**src/rtl/fetch_stage.sv**
```systemverilog
// Instruction fetch: drives imem reads from pc_in, captures returned words into the IF/ID register,
// parks one word in a skid buffer when decode stalls, handles redirect flushes and stops after HALT.
module fetch_stage #(
  parameter logic [5:0] HALT_OP = 6'b111111
) (
  input  logic        CLK,
  input  logic        nRST,
  input  logic [31:0] pc_in,
  output logic        pc_en,
  output logic        imemREN,
  output logic [31:0] imemaddr,
  input  logic        ihit,
  input  logic [31:0] imemload,
  input  logic        flush,
  input  logic        id_stall,
  output logic        if_valid,
  output logic [31:0] if_instr,
  output logic [31:0] if_pc,
  output logic [31:0] if_npc
);

  typedef enum logic [1:0] {FETCH, HOLD, HALTED} state_t;

  state_t      state_q;
  logic        valid_q;
  logic [31:0] instr_q;
  logic [31:0] pc_q;
  logic [31:0] sk_instr_q;
  logic [31:0] sk_pc_q;
  logic        halt_seen_q;

  logic out_free;
  logic consume;
  logic is_halt;
  logic flush_act;

  assign out_free  = !valid_q || !id_stall;
  assign consume   = valid_q && !id_stall;
  assign is_halt   = (imemload[31:26] == HALT_OP);
  // Once halted the redirect has nowhere to go: the stage stays parked until reset.
  assign flush_act = flush && (state_q != HALTED);

  always_comb begin
    imemREN  = (state_q == FETCH);
    imemaddr = pc_in;
    pc_en    = flush_act || ((state_q == FETCH) && ihit);
  end

  assign if_valid = valid_q;
  assign if_instr = instr_q;
  assign if_pc    = pc_q;
  assign if_npc   = pc_q + 32'd4;

  always_ff @(posedge CLK or negedge nRST) begin
    if (!nRST) begin
      state_q     <= FETCH;
      valid_q     <= 1'b0;
      instr_q     <= 32'd0;
      pc_q        <= 32'd0;
      sk_instr_q  <= 32'd0;
      sk_pc_q     <= 32'd0;
      halt_seen_q <= 1'b0;
    end else if (flush_act) begin
      state_q     <= FETCH;
      valid_q     <= 1'b0;
      sk_instr_q  <= 32'd0;
      sk_pc_q     <= 32'd0;
      halt_seen_q <= 1'b0;
    end else begin
      case (state_q)
        FETCH: begin
          if (ihit && out_free) begin
            valid_q <= 1'b1;
            instr_q <= imemload;
            pc_q    <= pc_in;
            if (is_halt) begin
              halt_seen_q <= 1'b1;
              state_q     <= HALTED;
            end
          end else if (ihit) begin
            sk_instr_q <= imemload;
            sk_pc_q    <= pc_in;
            state_q    <= HOLD;
            if (is_halt) halt_seen_q <= 1'b1;
          end else if (consume) begin
            valid_q <= 1'b0;
          end
        end
        HOLD: begin
          if (!id_stall) begin
            valid_q <= 1'b1;
            instr_q <= sk_instr_q;
            pc_q    <= sk_pc_q;
            state_q <= halt_seen_q ? HALTED : FETCH;
          end
        end
        HALTED: begin
          if (consume) valid_q <= 1'b0;
        end
        default: state_q <= FETCH;
      endcase
    end
  end

endmodule

```
**config.mk**
```make
export PLATFORM = sky130hd
export DESIGN_NAME = fetch_stage
export DESIGN_NICKNAME = d
export VERILOG_FILES = /design/src/rtl/fetch_stage.sv
export SDC_FILE = /design/constraint.sdc
export NUM_CORES = 1
export LEC_CHECK = 0
export ABC_AREA = 1
export BUFFER_PORTS_ARGS = -buffer_cell sky130_fd_sc_hd__clkbuf_2
export CAP_MARGIN = 30
export CORE_MARGIN = 1.5
export CORE_UTILIZATION = 57
export CTS_CLUSTER_SIZE = 20
export DETAILED_ROUTE_END_ITERATION = 8
export HOLD_SLACK_MARGIN = 0.03
export PLACE_DENSITY = 0.86
export SLEW_MARGIN = 20
export SYNTH_ARGS = -nofsm -noshare
export SYNTH_HDL_FRONTEND = slang
export SYNTH_SLANG_ARGS = --single-unit
```
**constraint.sdc**
```tcl
create_clock -name CLK -period 2.8 [get_ports CLK]
set_input_delay 0.14 -clock CLK [delete_from_list [all_inputs] [get_ports CLK]]
set_output_delay 0.14 -clock CLK [all_outputs]
set_load 0.1 [all_outputs]
```
Word-level counts from Yosys, hierarchy flattened
Index checks and enable logic that the tools add are counted.
{"block": "op_classes", "n_addsub": 1, "eq_ne": 12, "n_mux": 32, "n_bitwise": 1, "n_reduce_logical": 19}
{"cell": "two-way mux 32 bit", "n": 12}
{"cell": "case mux 32 bit (2 select lines)", "n": 2}
{"cell": "adder 32 x 3 -> 32 bit, second input constant", "n": 1}
{"cell": "two-way mux 2 bit", "n": 6}
{"cell": "two-way mux 1 bit", "n": 10}
{"cell": "inequality test 2 bit, second input constant", "n": 4}
{"cell": "AND reduction 4 bit", "n": 2}
{"cell": "equality test 6 bit, second input constant", "n": 1}
{"cell": "case mux 2 bit (3 select lines)", "n": 1}
{"cell": "AND reduction 3 bit", "n": 2}
{"cell": "nonzero test 2 bit", "n": 3}
{"cell": "logical AND 1 bit", "n": 4}
{"cell": "inequality test 4 x 1 -> 1 bit, second input constant", "n": 1}
{"cell": "inequality test 4 x 2 -> 1 bit, second input constant", "n": 1}
{"cell": "inequality test 4 bit, second input constant", "n": 1}
{"cell": "nonzero test 4 bit", "n": 1}
{"cell": "inequality test 3 bit, second input constant", "n": 1}
{"cell": "case mux 1 bit (3 select lines)", "n": 1}
{"cell": "nonzero test 3 bit", "n": 1}
{"cell": "equality test 2 x 1 -> 1 bit, second input constant", "n": 1}
{"cell": "equality test 2 bit, second input constant", "n": 1}
{"cell": "logical NOT 1 bit", "n": 2}
{"cell": "logical NOT 2 bit", "n": 1}
{"cell": "logical OR 1 bit", "n": 2}
{"cell": "other kinds (3)", "n": 3}
{"block": "word_totals", "register_bits": 132, "input_bits": 69}

Depth between registers and ports, before layout
{"block": "depth", "ltp_word": 7, "depth_mapped": 10}

Worst setup path after synthesis
No wires, ideal clock.
{"block": "synth_path", "kind": "reg-to-output", "startpoint": "register pc_q[3] (netlist: if_pc[3])", "endpoint": "output if_npc[12]", "arrival_ps": 3291, "required_ps": 2660, "slack_ps": -631, "path_stages_with_launch": 7, "path_cell_list": "dfrtp_1 ha_1 nand3_1 inv_1 nand2_1 nor2_1 xor2_1"}
{"block": "synth_between", "elab_chain_cells": 1}
{"item": "start: declaration", "line_no": "27", "text": "logic [31:0] pc_q;"}
{"item": "start signal: assignment", "line_no": "75", "text": "pc_q <= pc_in;"}
{"item": "start signal: assignment", "line_no": "93", "text": "pc_q <= sk_pc_q;"}
{"item": "adder 32 x 3 -> 32 bit", "line_no": "52", "text": "assign if_npc = pc_q + 32'd4;"}
{"item": "end: declaration", "line_no": "19", "text": "output logic [31:0] if_npc"}
Every way passes these cells.

Final worst setup path
{"block": "layout_path", "startpoint": "register pc_q[3] (netlist: if_pc[3])", "endpoint": "output if_npc[28]"}
Same word-level chain as after synthesis.

==> out/metrics.cfg <==
[job]
drv_cap = 0

[setup_path]
crit_required_ns = 2.66
arrival_ns = 2.51
r2r-start = state_q[1]
r2r-end = if_pc[20]
worst-path-max-fanout = 5
reg2reg_depth = 7
setup.worst_path.start_class = register
path_class = register to output port
end_kind = output port
r2r_setup_slack_ns = 0.34

[sta]
setup_violations = 0
rsz0062_at_grt = false
post-route-period-util_pct = 94.6
max_freq_mhz = 378
hold_viol = 0
tightest_slew_ns = 0.791
fin_setup_tns_ns = 0
period_needed_ns = 2.65
slew_headroom_pct = 47.2
finalClockSkew_ns = 0.00960
drv_slew = 0

[synthesis]
netlist_area_mm2 = 0.00730
synthMuxAreaShare_pct = 0
synth_cells = 1016
async_reset_ff_share_pct = 100
synthAdderAreaFrac_pct = 0.686
synth_edf_count = 0
synthFlopType = dfrtp_1
synth_top_family_by_area = simple AND/OR/NAND/NOR gates
ys_warn_count = 0
yosys_register_bits = 132
synth_cell_types = 25
synthSimpleGateAreaFrac_pct = 32.6
synth-compound-area-share_pct = 9.81
synth-xor-area-share_pct = 1.92
synth.avg_cell_area_um2 = 7.18
yosysSeqAreaShare_pct = 45.3
mappedNetlistNets = 1089

[cts]
clock-sinks = 132
cts_buffers = 17
cts_buffer_depth = 2
cts.htree.levels = 4
insertion_delay_ns = 0.41
cts_tree = done
path_clk_slew_ns = 0.06
cts_root_buf = clkbuf_16

[routing]
drtIter0Drc = 763
viasPerCell = 5.46
drt_wl_total_mm = 21.5
drtPass1Iterations = 5
wl_per_cell_um = 15.3
drt_drc_violations_left = 0
num_vias = 7688
antenna_left = 0

[floorplan]
initial_utilization_pct = 58.1
dieArea_mm2 = 0.0135
die_w_um = 116
num_io_pins = 200
die_h_um = 116
fp-row-count = 41
coreArea_mm2 = 0.0126

[grt]
grt_pass1_wl_mm = 35.0
grt_start_max_net_pins = 97
antenna_found_initial = 0
grt-ovfl-total = 0
grt_pass1_vias = 7243
track_usage_pct = 33.2

[final_layout]
area_growth_syn_to_layout_pct = 31.4
drive_gt1_share_pct = 22.5
design_area_mm2 = 0.00959
layout_commonest_cell = nand2_1
final_util_pct = 76.3
seq_area_mm2 = 0.00330
fin_nets = 1298
multi_input_area_mm2 = 0.00348
fillCellCount = 859
instances_no_fill = 1409
layout_common_cells = 437 x nand2_1, 197 x clkbuf_2, 132 x dfrtp_1
antennaDiodeCount = 0

[place]
gp_routability_congestion = 0.942
place_hpwl_mm = 12.9
dpl_cell_area_mm2 = 0.00828
dpl.cell_count = 1311
io_buffers = 199

[min_path]
hp-class = input pin to asynchronous set/reset pin

[status]
status = complete, no violations

[layer usage]
metal  up-vias  track usage [%]  routed length, um  share of wire [%]
met1      3566             43.2               8480                 39
met5         -                0                  0                  0
met3        60             6.54               1860                8.6
met2       451             55.2              10600                 49
li1       3611                -                  -                  -
met4         0             12.9                629                2.9
[logic make-up (layout without fill, tap and decap cells)]
group,after synthesis,count (layout)
simple gates,588,588
fa+ha+maj,4,4
buf+inv,135,356
xor+xnor,16,16
flops,132,132
compound gates,141,141
[critical path, cell delays in order (launching register included)]
cell	delay (ns)
dfrtp_1	0.40
ha_1	0.27
nand3_1	0.22
inv_1	0.10
nand2_1	0.18
nor2_1	0.29
nand3_1	0.12
nand2_1	0.08
clkbuf_2	0.45
[final cells by class]
type,count,area share [%]
multi-input combinational,749,36.3
sequential,132,34.4
timing repair buffer,281,18.9
clock buffer,17,4.44
tap,172,2.24
clock inverter,14,1.96
inverter,44,1.72
[how the worst max path moves through the flow]
stage,slack (ns),depth (start not counted),end,start
2_1_floorplan,-0.20,6,if_npc[12],if_pc[3]
3_3_place_gp,0.51,8,if_npc[22],if_pc[3]
3_5_place_dp,0.40,7,if_pc[20],state_q[1]
4_1_cts,0.01,8,if_npc[22],if_pc[3]
5_1_grt,0.02,8,if_npc[22],if_pc[3]
6_report,0.15,8,if_npc[28],if_pc[3]
[through the flow]
stage / worst slack, ns / hold WS (ns)
final: 0.152 / 0.135
after detailed placement: 0.403 / 0.290
after global placement: 0.505 / 0.286
after CTS: 0.0106 / 0.134
after global routing: 0.0184 / 0.162
after floorplan: -0.197 / -0.156
[synthesized netlist by cell type, types with 2 or more instances]
cell type	instances	share of area (%)
nand2_1	437	22
xor2_1	16	1.9
buf_6	2	0.31
buf_2	10	0.69
ha_1	4	0.69
nand3_1	88	6.0
buf_1	5	0.26
nand4_1	7	0.60
nor2_1	46	2.4
clkbuf_1	28	1.4
buf_4	46	4.7
o21ai_1	48	3.3
nor2_4	2	0.31
inv_2	4	0.21
inv_1	40	2.1
o21ai_0	89	6.1
nor2_2	3	0.26
nand2_2	3	0.26
dfrtp_1	132	45
[flip-flops by register name (all words and copies together) (netlist names)]
signal / cells
halt_seen_q: 1
state_q: 2
sk_instr_q: 32
sk_pc_q: 32
if_pc: 32
if_instr: 32
if_valid: 1
[timing repair]
| action | 4_1_cts | 5_1_grt |
|---|---|---|
| gates resized for setup | 0 | 2 |
| hold endpoints to repair | 158 | 0 |
| setup endpoints to repair | 0 | 2 |
| setup buffers | 0 | 0 |
| hold buffers | 65 | 0 |
Power is not shown: default switching activity piles up to over one toggle a cycle in this logic, so the estimate is an artifact.
